### src/rtl/uart_cmd_rx_if.sv
// Serial input and decoded-output bundle of the host-side command receiver.
// The slave modport is the receiver; the master modport is the host/observer side.
interface uart_cmd_rx_if;
    logic       i_Rx_Serial;
    logic       o_Rx_DV;
    logic [7:0] o_Rx_Byte;
    logic       o_report_req;
    logic       o_clear_req;
    logic       o_frame_err;
    logic       o_parity_err;

    modport slave (
        input  i_Rx_Serial,
        output o_Rx_DV,
        output o_Rx_Byte,
        output o_report_req,
        output o_clear_req,
        output o_frame_err,
        output o_parity_err
    );

    modport master (
        output i_Rx_Serial,
        input  o_Rx_DV,
        input  o_Rx_Byte,
        input  o_report_req,
        input  o_clear_req,
        input  o_frame_err,
        input  o_parity_err
    );
endinterface

### src/rtl/uart_cmd_rx.sv
// UART receiver (8N1, LSB first) that turns 'S'/'s' and 'C'/'c' into one-cycle request pulses.
// Define UART_RX_PARITY_EN to receive 8E1 frames and report parity mismatches.
module uart_cmd_rx #(
    parameter int         CLKS_PER_BIT = 87,
    parameter logic [7:0] CMD_REPORT   = 8'h53,
    parameter logic [7:0] CMD_CLEAR    = 8'h43
) (
    input  logic          clk,
    input  logic          rst,
    uart_cmd_rx_if.slave  bus
);
    localparam int            CW       = $clog2(CLKS_PER_BIT);
    localparam logic [CW-1:0] BIT_END  = CW'(CLKS_PER_BIT - 1);
    localparam logic [CW-1:0] HALF_END = CW'((CLKS_PER_BIT - 1) / 2);

    typedef enum logic [2:0] {
        IDLE    = 3'd0,
        START   = 3'd1,
        DATA    = 3'd2,
        PARITY  = 3'd3,
        STOP    = 3'd4,
        CLEANUP = 3'd5
    } state_e;

    // Lower-case variant of each command letter is accepted as well.
    function automatic logic is_report(input logic [7:0] b);
        return (b == CMD_REPORT) || (b == (CMD_REPORT | 8'h20));
    endfunction

    function automatic logic is_clear(input logic [7:0] b);
        return (b == CMD_CLEAR) || (b == (CMD_CLEAR | 8'h20));
    endfunction

`ifdef UART_RX_PARITY_EN
    function automatic logic even_parity(input logic [7:0] b);
        return ^b;
    endfunction
`endif

    logic [1:0]    sync_q;
    logic          rx_s;
    state_e        state_q;
    logic [CW-1:0] clk_cnt_q;
    logic [2:0]    bit_idx_q;
    logic [7:0]    shift_q;
    logic [7:0]    byte_q;
    logic          dv_q;
    logic          report_q;
    logic          clear_q;
    logic          ferr_q;
`ifdef UART_RX_PARITY_EN
    logic          par_bit_q;
    logic          perr_q;
`endif

    assign rx_s = sync_q[1];

    // Two-flop synchroniser for the asynchronous line, preset to the idle level.
    always_ff @(posedge clk) begin
        if (rst) begin
            sync_q <= 2'b11;
        end else begin
            sync_q <= {sync_q[0], bus.i_Rx_Serial};
        end
    end

    // Frame FSM; every status/request output is a flop set only in the CLEANUP cycle.
    always_ff @(posedge clk) begin
        if (rst) begin
            state_q   <= IDLE;
            clk_cnt_q <= '0;
            bit_idx_q <= 3'd0;
            shift_q   <= 8'h00;
            byte_q    <= 8'h00;
            dv_q      <= 1'b0;
            report_q  <= 1'b0;
            clear_q   <= 1'b0;
            ferr_q    <= 1'b0;
`ifdef UART_RX_PARITY_EN
            par_bit_q <= 1'b0;
            perr_q    <= 1'b0;
`endif
        end else begin
            dv_q     <= 1'b0;
            report_q <= 1'b0;
            clear_q  <= 1'b0;
            ferr_q   <= 1'b0;
`ifdef UART_RX_PARITY_EN
            perr_q   <= 1'b0;
`endif
            case (state_q)
                IDLE: begin
                    clk_cnt_q <= '0;
                    bit_idx_q <= 3'd0;
                    state_q   <= rx_s ? IDLE : START;
                end
                START: begin
                    // A start bit that is high again at mid-bit was only a glitch.
                    if (clk_cnt_q == HALF_END) begin
                        clk_cnt_q <= '0;
                        state_q   <= rx_s ? IDLE : DATA;
                    end else begin
                        clk_cnt_q <= clk_cnt_q + CW'(1);
                    end
                end
                DATA: begin
                    if (clk_cnt_q == BIT_END) begin
                        clk_cnt_q          <= '0;
                        shift_q[bit_idx_q] <= rx_s;
                        if (bit_idx_q == 3'd7) begin
                            bit_idx_q <= 3'd0;
`ifdef UART_RX_PARITY_EN
                            state_q   <= PARITY;
`else
                            state_q   <= STOP;
`endif
                        end else begin
                            bit_idx_q <= bit_idx_q + 3'd1;
                        end
                    end else begin
                        clk_cnt_q <= clk_cnt_q + CW'(1);
                    end
                end
                PARITY: begin
`ifdef UART_RX_PARITY_EN
                    if (clk_cnt_q == BIT_END) begin
                        clk_cnt_q <= '0;
                        par_bit_q <= rx_s;
                        state_q   <= STOP;
                    end else begin
                        clk_cnt_q <= clk_cnt_q + CW'(1);
                    end
`else
                    state_q <= IDLE;
`endif
                end
                STOP: begin
                    if (clk_cnt_q == BIT_END) begin
                        clk_cnt_q <= '0;
                        state_q   <= CLEANUP;
                        // Framing error outranks a parity error on the same frame.
                        if (!rx_s) begin
                            ferr_q <= 1'b1;
`ifdef UART_RX_PARITY_EN
                        end else if (par_bit_q != even_parity(shift_q)) begin
                            perr_q <= 1'b1;
`endif
                        end else begin
                            byte_q   <= shift_q;
                            dv_q     <= 1'b1;
                            report_q <= is_report(shift_q);
                            clear_q  <= is_clear(shift_q);
                        end
                    end else begin
                        clk_cnt_q <= clk_cnt_q + CW'(1);
                    end
                end
                CLEANUP: begin
                    clk_cnt_q <= '0;
                    state_q   <= IDLE;
                end
                default: begin
                    clk_cnt_q <= '0;
                    state_q   <= IDLE;
                end
            endcase
        end
    end

    assign bus.o_Rx_DV      = dv_q;
    assign bus.o_Rx_Byte    = byte_q;
    assign bus.o_report_req = report_q;
    assign bus.o_clear_req  = clear_q;
    assign bus.o_frame_err  = ferr_q;
`ifdef UART_RX_PARITY_EN
    assign bus.o_parity_err = perr_q;
`else
    assign bus.o_parity_err = 1'b0;
`endif

endmodule

### src/flat_wrapper.sv
// flat-port wrapper written by rule: the top's interface ports become plain ports
module uart_cmd_rx_flat 
#(
    parameter int         CLKS_PER_BIT = 87,
    parameter logic [7:0] CMD_REPORT   = 8'h53,
    parameter logic [7:0] CMD_CLEAR    = 8'h43
)
  (clk, rst, bus_i_Rx_Serial, bus_o_Rx_DV, bus_o_Rx_Byte, bus_o_report_req, bus_o_clear_req, bus_o_frame_err, bus_o_parity_err);
  uart_cmd_rx_if bus_i ();
  input  logic clk;
  input  logic rst;
  input wire logic [$bits(bus_i.i_Rx_Serial)-1:0] bus_i_Rx_Serial;
  output wire logic [$bits(bus_i.o_Rx_DV)-1:0] bus_o_Rx_DV;
  output wire logic [$bits(bus_i.o_Rx_Byte)-1:0] bus_o_Rx_Byte;
  output wire logic [$bits(bus_i.o_report_req)-1:0] bus_o_report_req;
  output wire logic [$bits(bus_i.o_clear_req)-1:0] bus_o_clear_req;
  output wire logic [$bits(bus_i.o_frame_err)-1:0] bus_o_frame_err;
  output wire logic [$bits(bus_i.o_parity_err)-1:0] bus_o_parity_err;
  assign bus_i.i_Rx_Serial = bus_i_Rx_Serial;
  assign bus_o_Rx_DV = bus_i.o_Rx_DV;
  assign bus_o_Rx_Byte = bus_i.o_Rx_Byte;
  assign bus_o_report_req = bus_i.o_report_req;
  assign bus_o_clear_req = bus_i.o_clear_req;
  assign bus_o_frame_err = bus_i.o_frame_err;
  assign bus_o_parity_err = bus_i.o_parity_err;
  uart_cmd_rx #(.CLKS_PER_BIT(CLKS_PER_BIT), .CMD_REPORT(CMD_REPORT), .CMD_CLEAR(CMD_CLEAR)) u_core (.clk(clk), .rst(rst), .bus(bus_i));
endmodule
### config.mk
export PLATFORM = sky130hd
export DESIGN_NAME = uart_cmd_rx_flat
export DESIGN_NICKNAME = d
export VERILOG_FILES = /design/src/rtl/uart_cmd_rx_if.sv /design/src/rtl/uart_cmd_rx.sv /design/src/flat_wrapper.sv
export SDC_FILE = /design/constraint.sdc
export NUM_CORES = 1
export LEC_CHECK = 0
export ABC_AREA = 1
export ABC_CLOCK_PERIOD_IN_PS = 1350
export BUFFER_PORTS_ARGS = -buffer_cell sky130_fd_sc_hd__buf_2
export CAP_MARGIN = 20
export CORE_MARGIN = 3
export CORE_UTILIZATION = 52
export DETAILED_ROUTE_END_ITERATION = 10
export GPL_TIMING_DRIVEN = 0
export PLACE_DENSITY_LB_ADDON = 0.15
export SETUP_SLACK_MARGIN = 0.2
export SYNTH_ARGS = -nofsm -noshare
export SYNTH_HDL_FRONTEND = slang
export SYNTH_SLANG_ARGS = --single-unit
### constraint.sdc
create_clock -name clk -period 1.35 [get_ports clk]
set_input_delay 0.0675 -clock clk [delete_from_list [all_inputs] [get_ports clk]]
set_output_delay 0.0675 -clock clk [all_outputs]
set_load 0.02 [all_outputs]
---- Word level (Yosys, flattened, before mapping) ----
Index checks and enable logic that the tools add are counted.
storage, ports and cells
  bits in registers ....................... 35
  input bits .............................. 3
  output and inout bits ................... 13
  logic and storage cells ................. 62
cells by class
  add/sub/neg operators ................... 2
  magnitude comparators ................... 2
  equal/unequal tests ..................... 15
  mux-type cells .......................... 18
  bitwise logic cells ..................... 3
  reductions and logical operators ........ 12
operator list
  cell                                                                    count
  8-bit by 7-bit == test with 1-bit output (second input constant)        4
  7-bit case mux with 3 select lines                                      1
  3-bit two-way mux                                                       6
  7-bit two-way mux                                                       2
  3-bit case mux with 4 select lines                                      1
  8-bit bitwise mux                                                       1
  2-bit by 1-bit != test with 1-bit output (second input constant)        4
  7-bit by 1-bit adder with 7-bit output (second input constant)          1
  7-bit by 6-bit == test with 1-bit output (second input constant)        1
  7-bit == test (second input constant)                                   1
  3-bit by 2-bit == test with 1-bit output (second input constant)        2
  3-bit == test (second input constant)                                   2
  3-bit case mux with 2 select lines                                      1
  3-bit by 4-bit < comparator with 1-bit output (second input constant)   1
  1-bit two-way mux                                                       4
  2-bit AND reduction                                                     2
  4-bit AND reduction                                                     1
  4-bit OR reduction                                                      1
  3-bit by 1-bit adder with 3-bit output (second input constant)          1
  1-bit demux with 3-bit select                                           1
  3-bit by 1-bit == test with 1-bit output (second input constant)        1
  3-bit by 1-bit >= comparator with 1-bit output (second input constant)  1
  3-bit zero test                                                         1
  1-bit inverter                                                          3
  other kinds (7)                                                         8

---- Logic depth before layout (Yosys ltp) ----
  depth in word-level cells ............... 5
  gate-level depth with buffers ........... 10
  mapped depth without buffers ............ 10

---- Least setup slack after synthesis ----
Ideal clock, no wire load.
  path kind ............................... flip-flop to flip-flop
  from .................................... reg u_core.clk_cnt_q[0]
  to ...................................... reg u_core.shift_q[7]
  setup time .............................. 0.132 ns
  data arrival time ....................... 1.166 ns
  data required time ...................... 1.218 ns
  path slack .............................. 0.052 ns
  stages on the path, launching flop included .. 11
  path buffers ............................ 1
  period minus slack after synthesis ...... 1.298 ns
  cells stage by stage .................... dfxtp_1 -> inv_1 -> ha_1 -> nand2_2 -> nor2_4 -> nand2_4 -> nor2_8 -> buf_8 -> nand2_1 -> nand2_1 -> a21oi_1
on the way
  longest elaborated chain between the ends .. 2
RTL lines
  what                           RTL line            source
  start, declared                uart_cmd_rx.sv:43   logic [CW-1:0] clk_cnt_q;
  start signal, assigned         uart_cmd_rx.sv:103  clk_cnt_q <= clk_cnt_q + CW'(1);
  start signal, assigned         uart_cmd_rx.sv:121  clk_cnt_q <= clk_cnt_q + CW'(1);
  start signal, assigned         uart_cmd_rx.sv:155  clk_cnt_q <= clk_cnt_q + CW'(1);
  7-bit == test                  uart_cmd_rx.sv:107  if (clk_cnt_q == BIT_END) begin
  2-bit AND reduction (no line)  -
  end signal, assigned by index  uart_cmd_rx.sv:109  shift_q[bit_idx_q] <= rx_s;
  end, declared                  uart_cmd_rx.sv:45   logic [7:0] shift_q;
No other way between the ends.
A chain may end at the register's enable or synchronous reset.

---- Worst setup path in the final report ----
  from .................................... reg u_core.clk_cnt_q[0]
  to ...................................... reg u_core.shift_q[5]
Same word-level chain as after synthesis.

==> out/qor.csv <==
metric,value,unit
power per cell area,1360,mW/mm2
Synth Register Bits,35,
gr ovfl total,0,
clock share of power,0.194,
failing checks,negative setup slack,
placed wire-length estimate,2.40,mm
outcome,finished with violations,
ANT cells,0,
Area Overhead vs Synth,29.3,%
CTS tree,built,
Final ANT Viol Nets,0,
WL/cell,12.3,um
Max Slew Vio Count,0,
worst hold path class,in -> reg,
Initial DRT Pass Iterations,4,
metal3 WL,199,um
fraction of layout cells with a size suffix above 1,0.358,
synthesized area per cell,7.24,um2
die width,63.3,um
first-pass GRT wire length,6.04,mm
Setup Skew,0.00750,ns
worst-skew pair later-pin latency,0.35,ns
final instance area,0.00221,mm2
CTS Buf Count,5,
Setup WS post-layout,-0.0517,ns
max_slew headroom,0.591,
Seq pwr share,0.426,
WL met2,1.72,mm
Post-Route M1 WL,1.81,mm
P_sw,0.00124,W
crit path max fanout,6,
Routed Wire Length,3.83,mm
Final setup viols,15,
worst vdd ir,0.962,mV
CP arrival,1.63,ns
RSZ-0062 raised after global routing,yes,
sequential area share after synthesis,0.410,
FP Rows,20,
crit path capture type,flop,
CTS Sinks,35,
IO Pins,16,
DR vias/cell,5.07,
Synth Net Count,243,
DP Cell Count,294,
root buf cell,clkbuf_4,
area of the core,0.00310,mm2
Ys Warns,0,
Clock transition at path regs,0.12,ns
post-synth cell types,30,
Initial Util,0.551,
crit path launch type,flop,
required time worst endpoint,1.58,ns
vias in the first global route,1371,
largest cells by area after synthesis,"dfxtp_1, nand2_1, nand3_1, inv_1, a21oi_1",
crit path kind,reg -> reg,
initial antenna violation count,0,
DRC viols,0,
Routability Congestion,0.860,
Nets,274,
Cells after Synth,236,
worst-case clock buffer depth,2,
Int Pwr,0.00177,W
Period minus WS final,1.40,ns
P_leak,0.967,nW
setup TNS,-0.334,ns
H-tree Lvls,2,
1st-iter DRT viols,142,
vias,1583,
top-area cell type share of the netlist area,0.410,
Layout Cells excl Fill,312,
Highest Signal Layer,met4,
"worst slack, placed",-0.0552,ns
Synth area leader,dfxtp_1,
combinational share of power,0.380,
final hold vios,0,
I/O Buffers,14,
max cap viols,0,
sw frac,0.411,
gr usage total,0.190,
post-synthesis cell area,0.00171,mm2
largest net degree at the start of global routing,13,
overall power,0.00301,W
fin crit share,1.04,
die area,0.00401,mm2
height of the die,63.3,um
maximum clock frequency,0.713,GHz
placed inst area,0.00186,mm2
Slew @ Worst Pin,0.613,ns
per-layer routing:
metal,vias to the layer above,track usage
li1,812,-
met1,726,0.266
met2,36,0.276
met3,9,0.0428
met4,0,0.0889
met5,-,0
logic make-up (layout without fill, tap and decap cells):
| kind of cell | count (synthesis) | after routing | share of synthesized area |
|---|---|---|---|
| adders and majority gates | 4 | 4 | 0.0293 |
| DFF | 35 | 35 | 0.410 |
| xor gates and xnor gates | 3 | 3 | 0.0154 |
| and+or+nand+nor | 128 | 128 | 0.356 |
| buffers and inverters | 37 | 69 | 0.103 |
| other | 1 | 1 | 0.00219 |
| AOI/OAI and AO/OA | 28 | 28 | 0.0842 |
registers in the layout (all words and copies together), names as in the netlist, 2 cells and up:
| name | count |
|---|---|
| u_core.clk_cnt_q | 7 |
| u_core.bit_idx_q | 3 |
| u_core.shift_q | 8 |
| u_core.bus.o_Rx_Byte | 8 |
| u_core.sync_q | 2 |
| u_core.state_q | 3 |
synthesized netlist by cell type:
cell type and number:
nand3_4 1, nor3b_1 1, buf_4 3, dfxtp_1 35
nor3_2 1, nand2_4 2, nor2_1 24, conb_1 1
nand2_2 2, o21a_1 1, or2_2 2, clkbuf_1 2
nor2_8 1, xor2_1 3, nor2_4 1, nand2_1 62
buf_8 1, nand4_1 4, ha_1 4, nand3_1 22
nor2_2 1, nor3_1 1, a31oi_1 1, inv_1 29
nor4b_1 1, buf_6 2, o21ai_0 5, a21oi_1 21
nand3_2 1, nor4_1 1
cell usage in the layout (no fill, tap or decap), types with 2 or more instances in the layout:
cell type / n
nor2_1: 22
clkbuf_4: 5
ha_4: 2
dfxtp_1: 31
nand2_4: 6
a21oi_1: 11
inv_2: 5
nor2_4: 2
clkbuf_1: 2
nand4_1: 4
buf_6: 4
buf_4: 8
nand3_1: 19
nand2_2: 16
clkinvlp_4: 2
dfxtp_2: 2
inv_1: 22
xor2_1: 3
a21oi_2: 10
nand2_1: 44
buf_2: 14
dlygate4sd3_1: 2
dfxtp_4: 2
or2_2: 2
o21ai_0: 4
ha_1: 2
nor2_2: 2
nand3_4: 4
power by group through the flow:
stage	Combinational [W]	Sequential, W	Clock [W]
detailed placement	0.000785	0.00127	0
floorplan	0.000659	0.00125	0
finish	0.00114	0.00128	0.000584
global route	0.00129	0.00129	0.000634
CTS	0.000889	0.00125	0.000596
global placement	0.000775	0.00127	0
area by class of cell:
class                   instances  area, um2
repair buffers                 24        166
multi-input cells             164       1030
fillers                       253        893
inverters                      29        116
flip-flops and latches         35        711
plain buffers                   8       71.3
clock buffers                   5       37.5
clock inverters                 3       20.0
well taps                      44       55.1
final timing paths:
| check | startpoint | end | slack, ns | cells after the start |
|---|---|---|---|---|
| setup / recovery | u_core.clk_cnt_q[0] | u_core.shift_q[5] | -0.05 | 10 |
| hold / removal | rst | u_core.bus.o_clear_req | 0.03 | 4 |
| setup reg to reg | u_core.clk_cnt_q[0] | u_core.shift_q[5] | -0.05 | 10 |
| hold reg to reg | u_core.bus.o_Rx_Byte[6] | u_core.bus.o_Rx_Byte[6] | 0.47 | 2 |
worst max-delay path, stage by stage (launching register included):
cell	delay, ns
dfxtp_4	0.38
inv_4	0.06
ha_4	0.14
nand2_4	0.05
nor2_4	0.11
nand2_4	0.10
nor2_8	0.13
buf_12	0.13
nand2_2	0.05
nand2_2	0.07
a21oi_1	0.06
through the flow:
stage	hold slack [ns]	utilization
final	0.0323	0.712
after global placement	0.255	0.600
after global routing	0.0512	0.712
after CTS	-0.0257	0.644
after floorplan	0.171	-
after detailed placement	0.257	0.600
timing repair:
action                                  CTS  global route
cloned                                    0             1
endpoints found under the setup margin   33            33
buffers inserted                          3             4
hold buffers                              1             1
pin swaps                                 4             6
endpoints found under the hold margin     1             1
resized for setup                        12            46
Note: power is estimated with default switching activity, not from simulation.
